**config.mk**
```make
export PLATFORM = sky130hd
export DESIGN_NAME = mem_port_arbiter_flat
export DESIGN_NICKNAME = d
export VERILOG_FILES = /design/src/rtl/mem_port_arbiter_if.sv /design/src/rtl/mem_port_arbiter.sv /design/src/flat_wrapper.sv
export SDC_FILE = /design/constraint.sdc
export NUM_CORES = 1
export LEC_CHECK = 0
export ABC_AREA = 1
export ABC_CLOCK_PERIOD_IN_PS = 4450
export BUFFER_PORTS_ARGS = -buffer_cell sky130_fd_sc_hd__buf_4
export CAP_MARGIN = 20
export CORE_MARGIN = 5
export CORE_UTILIZATION = 50
export DETAILED_ROUTE_END_ITERATION = 12
export PLACE_DENSITY = 0.87
export SETUP_SLACK_MARGIN = 0.1
export SLEW_MARGIN = 30
export SYNTH_ARGS = -nofsm -noshare
export SYNTH_HDL_FRONTEND = slang
export SYNTH_SLANG_ARGS = --single-unit
```
**constraint.sdc**
```tcl
create_clock -name clk -period 4.45 [get_ports clk]
set_input_delay 0.2225 -clock clk [delete_from_list [all_inputs] [get_ports clk]]
set_output_delay 0.2225 -clock clk [all_outputs]
set_load 0.1 [all_outputs]
```
**src/rtl/mem_port_arbiter_if.sv**
```systemverilog
// Bundle of fetch-port, data-port and memory-side signals for mem_port_arbiter.
// The slave modport is the arbiter's view; the master modport is the view of the environment around it.
interface mem_port_arbiter_if #(
  parameter int AW = 32,
  parameter int DW = 32
);
  logic            i_req;
  logic [AW-1:0]   i_addr;
  logic            i_stalled;
  logic [DW-1:0]   i_rdata;

  logic            d_req;
  logic            d_we;
  logic [DW/8-1:0] d_be;
  logic [AW-1:0]   d_addr;
  logic [DW-1:0]   d_wdata;
  logic            d_stalled;
  logic [DW-1:0]   d_rdata;

  logic            m_req;
  logic            m_we;
  logic [DW/8-1:0] m_be;
  logic [AW-1:0]   m_addr;
  logic [DW-1:0]   m_wdata;
  logic            m_wait;
  logic [DW-1:0]   m_rdata;

  modport slave (
    input  i_req, i_addr, d_req, d_we, d_be, d_addr, d_wdata, m_wait, m_rdata,
    output i_stalled, i_rdata, d_stalled, d_rdata, m_req, m_we, m_be, m_addr, m_wdata
  );

  modport master (
    output i_req, i_addr, d_req, d_we, d_be, d_addr, d_wdata, m_wait, m_rdata,
    input  i_stalled, i_rdata, d_stalled, d_rdata, m_req, m_we, m_be, m_addr, m_wdata
  );
endinterface

```
**src/rtl/mem_port_arbiter.sv**
```systemverilog
// Shares one memory port between instruction fetch and data access.
// Data has priority; a starvation counter forces a fetch through after STARVE_LIMIT data wins.
module mem_port_arbiter #(
  parameter int AW           = 32,
  parameter int DW           = 32,
  parameter int STARVE_LIMIT = 3
) (
  input logic               clk,
  input logic               resetn,
  mem_port_arbiter_if.slave bus
);
  typedef enum logic [1:0] {IDLE, BUSY_I, BUSY_D} state_t;

  localparam logic [3:0] LIMIT = 4'(STARVE_LIMIT);

  state_t          r_state;
  logic            r_we;
  logic [DW/8-1:0] r_be;
  logic [AW-1:0]   r_addr;
  logic [DW-1:0]   r_wdata;
  logic [3:0]      r_starveCnt;

  logic            w_grantI;
  logic            w_grantD;
  logic            w_mReq;
  logic            w_mWe;
  logic [DW/8-1:0] w_mBe;
  logic [AW-1:0]   w_mAddr;
  logic [DW-1:0]   w_mWdata;
  logic            w_done;
  logic            w_iDone;
  logic            w_dDone;

  always_comb begin
    w_grantI = 1'b0;
    w_grantD = 1'b0;
    if (r_state == IDLE) begin
      w_grantI = bus.i_req && (!bus.d_req || r_starveCnt == LIMIT);
      w_grantD = bus.d_req && !w_grantI;
    end
  end

  // Reset forces the memory side quiet regardless of any transaction in flight.
  always_comb begin
    w_mReq   = 1'b0;
    w_mWe    = 1'b0;
    w_mBe    = '0;
    w_mAddr  = '0;
    w_mWdata = '0;
    if (resetn) begin
      case (r_state)
        BUSY_I, BUSY_D: begin
          w_mReq   = 1'b1;
          w_mWe    = r_we;
          w_mBe    = r_be;
          w_mAddr  = r_addr;
          w_mWdata = r_wdata;
        end
        default: begin
          if (w_grantD) begin
            w_mReq   = 1'b1;
            w_mWe    = bus.d_we;
            w_mBe    = bus.d_be;
            w_mAddr  = bus.d_addr;
            w_mWdata = bus.d_wdata;
          end else if (w_grantI) begin
            w_mReq  = 1'b1;
            w_mBe   = '1;
            w_mAddr = bus.i_addr;
          end
        end
      endcase
    end
  end

  assign w_done  = w_mReq && !bus.m_wait;
  assign w_iDone = w_done && (w_grantI || r_state == BUSY_I);
  assign w_dDone = w_done && (w_grantD || r_state == BUSY_D);

  assign bus.m_req     = w_mReq;
  assign bus.m_we      = w_mWe;
  assign bus.m_be      = w_mBe;
  assign bus.m_addr    = w_mAddr;
  assign bus.m_wdata   = w_mWdata;
  assign bus.i_stalled = bus.i_req && !w_iDone;
  assign bus.d_stalled = bus.d_req && !w_dDone;
  assign bus.i_rdata   = bus.m_rdata;
  assign bus.d_rdata   = bus.m_rdata;

  always_ff @(posedge clk) begin
    if (!resetn) begin
      r_state     <= IDLE;
      r_we        <= 1'b0;
      r_be        <= '0;
      r_addr      <= '0;
      r_wdata     <= '0;
      r_starveCnt <= 4'd0;
    end else begin
      case (r_state)
        IDLE: begin
          if (w_mReq && bus.m_wait) begin
            r_state <= w_grantI ? BUSY_I : BUSY_D;
            r_we    <= w_mWe;
            r_be    <= w_mBe;
            r_addr  <= w_mAddr;
            r_wdata <= w_mWdata;
          end
        end
        default: begin
          if (!bus.m_wait) r_state <= IDLE;
        end
      endcase
      // Only data wins that a waiting fetch actually lost count toward starvation.
      if (!bus.i_req || w_iDone) r_starveCnt <= 4'd0;
      else if (w_dDone && r_starveCnt != LIMIT) r_starveCnt <= r_starveCnt + 4'd1;
    end
  end
endmodule
```
**src/flat_wrapper.sv**
```systemverilog
// flat-port wrapper written by rule: the top's interface ports become plain ports
module mem_port_arbiter_flat 
#(
  parameter int AW           = 32,
  parameter int DW           = 32,
  parameter int STARVE_LIMIT = 3
)
  (clk, resetn, bus_i_req, bus_i_addr, bus_d_req, bus_d_we, bus_d_be, bus_d_addr, bus_d_wdata, bus_m_wait, bus_m_rdata, bus_i_stalled, bus_i_rdata, bus_d_stalled, bus_d_rdata, bus_m_req, bus_m_we, bus_m_be, bus_m_addr, bus_m_wdata);
  mem_port_arbiter_if #(.AW(AW), .DW(DW)) bus_i ();
  input logic clk;
  input logic resetn;
  input wire logic [$bits(bus_i.i_req)-1:0] bus_i_req;
  input wire logic [$bits(bus_i.i_addr)-1:0] bus_i_addr;
  input wire logic [$bits(bus_i.d_req)-1:0] bus_d_req;
  input wire logic [$bits(bus_i.d_we)-1:0] bus_d_we;
  input wire logic [$bits(bus_i.d_be)-1:0] bus_d_be;
  input wire logic [$bits(bus_i.d_addr)-1:0] bus_d_addr;
  input wire logic [$bits(bus_i.d_wdata)-1:0] bus_d_wdata;
  input wire logic [$bits(bus_i.m_wait)-1:0] bus_m_wait;
  input wire logic [$bits(bus_i.m_rdata)-1:0] bus_m_rdata;
  output wire logic [$bits(bus_i.i_stalled)-1:0] bus_i_stalled;
  output wire logic [$bits(bus_i.i_rdata)-1:0] bus_i_rdata;
  output wire logic [$bits(bus_i.d_stalled)-1:0] bus_d_stalled;
  output wire logic [$bits(bus_i.d_rdata)-1:0] bus_d_rdata;
  output wire logic [$bits(bus_i.m_req)-1:0] bus_m_req;
  output wire logic [$bits(bus_i.m_we)-1:0] bus_m_we;
  output wire logic [$bits(bus_i.m_be)-1:0] bus_m_be;
  output wire logic [$bits(bus_i.m_addr)-1:0] bus_m_addr;
  output wire logic [$bits(bus_i.m_wdata)-1:0] bus_m_wdata;
  assign bus_i.i_req = bus_i_req;
  assign bus_i.i_addr = bus_i_addr;
  assign bus_i.d_req = bus_d_req;
  assign bus_i.d_we = bus_d_we;
  assign bus_i.d_be = bus_d_be;
  assign bus_i.d_addr = bus_d_addr;
  assign bus_i.d_wdata = bus_d_wdata;
  assign bus_i.m_wait = bus_m_wait;
  assign bus_i.m_rdata = bus_m_rdata;
  assign bus_i_stalled = bus_i.i_stalled;
  assign bus_i_rdata = bus_i.i_rdata;
  assign bus_d_stalled = bus_i.d_stalled;
  assign bus_d_rdata = bus_i.d_rdata;
  assign bus_m_req = bus_i.m_req;
  assign bus_m_we = bus_i.m_we;
  assign bus_m_be = bus_i.m_be;
  assign bus_m_addr = bus_i.m_addr;
  assign bus_m_wdata = bus_i.m_wdata;
  mem_port_arbiter #(.AW(AW), .DW(DW), .STARVE_LIMIT(STARVE_LIMIT)) u_core (.clk(clk), .resetn(resetn), .bus(bus_i));
endmodule
```
==> impl_results.md <==
* Worst EP arrival at 2.88 ns
* Routed length per placed instance at 13.1 µm
* Filler cell count in the final layout at around 1000
* Die Area at 12800 µm²
* Fin. Hold Viols at 0
* Dpl hpwl at 9610 µm
* Req. time, crit path at 4.23 ns
* Post-CTS Setup Bufs at 0
* Worst setup SP type: flop
* CTS sink cnt at 75
* CP cell instances: inv_1 > ha_1 > buf_4 > nand2_1 > inv_2 > nand2_4 > inv_4 > nand2_1 > nand2_1 > nand2_1 > inv_1 > buf_4
* Antenna Nets Post-Route at 0
* Clock Pin Slew Worst Setup and Hold Paths at around 0.090 ns
* Yosys synthesis warning count at 0
* Layout Cells excl Fill at 1051
* Antenna Diode Count at 0
* Fin util at around 61%
* Port Buffers at 177
* Core area at around 10000 µm²
* Final worst-path cycle share at 69.7%
* Post-Syn Area at around 5300 µm²
* Initial drt markers at 322
* Finished Cell Area at approximately 6300 µm²
* Setup TNS at 0 ns
* Setup crit end kind: output pin
* Fmax achieved at 0.322 GHz
* Maximum root-to-sink buffer count at 2
* LEAKAGE at 3.66 nW
* Highest metal used: met4
* Post-synth top area cell: dfxtp_1
* Htree depth at 3
* Met2 wire len at approximately 6400 µm
* DR DRC count at 0
* Clk root buf: clkbuf_8
* Hold Path Class: primary input to flop
* Final Max Tran Viols at 0
* Critical path peak fanout at 37
* Synth Net Count at 984
* Max VDD drop at ~270 µV
* Via density per instance at 5.03
* # IOs at 274
* Drt pass-1 iters at 5
* Die Width at 113 µm
* WL met3 at 1080 µm
* Via Count at 5284
* Share of the synthesized area in the top cell type at 28.2%
* Final Net Count at ~1100
* Status: finished clean
* Rel. slew slack at 37.9%
* Cell area power density at 455 nW/µm²
* GPL Wtd Cong at 0.808
* Syn_area_per_cell at 6.31 µm²
* Area Growth Syn to Fin at 18.2%
* Minimum clock period at 3.10 ns
* # setup viols final at 0
* Unrepaired setup endpoints after global routing: false
* Skew-Pair Late Insertion Delay at between 0.3 and 0.4 ns
* First-pass GRT wire length at between 20000 and 25000 µm
* Initial Util at approximately half
* Slowest cell on crit path: inv_2
* Post-Syn Instances at ~840
* Row count at 37
* Post-CTS sizing at 0
* PnR Total Power at 2.86 mW
* FF+latch count, synth at 75
* Wl on met1 at 5900 µm
* Placed cell areas at 6040 µm²
* # hold bufs at CTS at 0
* Max Cap Violations at 0
* Synth cell types at 28
* Initial antenna violation count at 0
* Clock Skews at 0.0110 ns
* Top cells by area, synth: dfxtp_1 28%, nand2_1 13%, buf_4 9.9%
* DP Cell Count at ~1000
* CTS tree: built
* Gr usage total at 21.4%
* Gr ovfl total at 0
* Crit-path max cell delay at 0.44 ns
* Chip height at 113 µm
* CTS buffer count at 9
* Share of cells above drive strength 1 at 23.9%
* Slew @ Worst Pin at ~0.93 ns
* Register area share after synthesis at 28.2%
* Vias in the first global route at 5011
* WL final at ~14000 µm
* Crit path top cell by count: nand2_1
* Pin count of the biggest net entering global routing at between 100 and 150
* CP Class: flop to output pin
==> kinds of logic (layout without fill, tap and decap cells) <==
logic type	after synthesis	after routing	synth area share (%)
AO/OA/AOI/OAI	151	151	16.0
buffers and inverters	240	313	23.4
flip-flops	75	75	28.2
XOR/XNOR	2	2	0.330
adder cells (fa/ha/maj)	4	4	0.942
AND/OR/NAND/NOR	370	370	31.0
==> worst paths after layout <==
| path | depth (start not counted) | to | from | slack (ns) |
|---|---|---|---|---|
| min | 5 | u_core.r_wdata[16] | bus_d_wdata[16] | 0.24 |
| min reg2reg | 2 | u_core.r_be[3] | u_core.r_be[3] | 0.46 |
| max | 12 | bus_m_wdata[9] | u_core.r_state[1] | 1.35 |
| max reg2reg | 10 | u_core.r_state[1] | u_core.r_state[1] | 1.53 |
==> worst max-delay path, delay by kind of cell, from the launching register on <==
kind,cells,cell delay (ns)
adder cells (fa/ha/maj),1,0.18
buffers and inverters,6,1.51
flip-flops,1,0.33
AND/OR/NAND/NOR,5,0.48
==> cell type report <==
class | count | area [µm²] | share of cell area [%]
Clock buffer | 10 | 128 | 2.03
Clock inverter | 6 | 114 | 1.81
Inverter | 117 | 447 | 7.11
Multi-Input combinational cell | 527 | 2570 | 40.9
Sequential cell | 75 | 1500 | 23.9
Tap cell | 136 | 170 | 2.71
Timing Repair Buffer | 180 | 1360 | 21.6
==> registers in the layout, indices dropped and copies added, names as in the netlist <==
register / cells
u_core.r_starveCnt: 4
u_core.r_wdata: 32
u_core.r_state: 2
u_core.r_addr: 32
u_core.r_be: 4
u_core.r_we: 1
==> cell usage in the layout (no fill, tap or decap), drive strengths merged <==
| master | netlist | routed |
|---|---|---|
| inv | 117 | 115 |
| nand3 | 68 | 68 |
| buf | 105 | 180 |
| nand4 | 36 | 36 |
| a21oi | 71 | 71 |
| clkinvlp | 0 | 2 |
| xnor2 | 1 | 1 |
| dfxtp | 75 | 75 |
| clkinv | 0 | 3 |
| a21boi | 30 | 30 |
| o21ai | 49 | 49 |
| or2 | 4 | 4 |
| clkbuf | 18 | 10 |
| ha | 4 | 4 |
| nand2 | 197 | 197 |
| xor2 | 1 | 1 |
| nor2 | 65 | 65 |
| o21bai | 1 | 1 |
| bufinv | 0 | 3 |
==> synthesized netlist by cell type <==
master and count:
nand2_1 191, inv_1 112, dfxtp_1 75, a21oi_1 71, buf_4 70, nand3_1 68
nor2_1 62, o21ai_0 48, nand4_1 36, buf_2 25, a21boi_1 24, clkbuf_1 18
buf_6 6, nand2_4 5, a21boi_2 4, buf_1 4, ha_1 4, or2_2 4
inv_2 3, a21boi_0 2, inv_4 2, nor2_8 2, nand2_2 1, nor2_2 1
o21ai_2 1, o21bai_1 1, xnor2_1 1, xor2_1 1
==> metrics by stage <==
| step | hold slack [ns] | setup WS (ns) |
|---|---|---|
| 6_report | 0.240 | 1.35 |
| 5_1_grt | 0.240 | 1.11 |
| 4_1_cts | 0.218 | 1.27 |
| 3_5_place_dp | 0.442 | 1.49 |
| 3_3_place_gp | 0.430 | 1.55 |
| 2_1_floorplan | 0.418 | 0.868 |
==> power by group <==
part	internal [mW]	switching (mW)	leakage, nW
Clock	0.374	0.256	0.113
Combinational	0.357	1.10	2.93
Sequential	0.747	0.0273	0.614
Total	1.48	1.38	3.66
==> layer usage <==
layer  GRT usage (%)  vias up
met5               0        -
met4            9.38        0
met3            3.69       43
met2            34.7      204
met1            27.9     2288
li1                -     2749
Power figures use the tool's default switching activity.
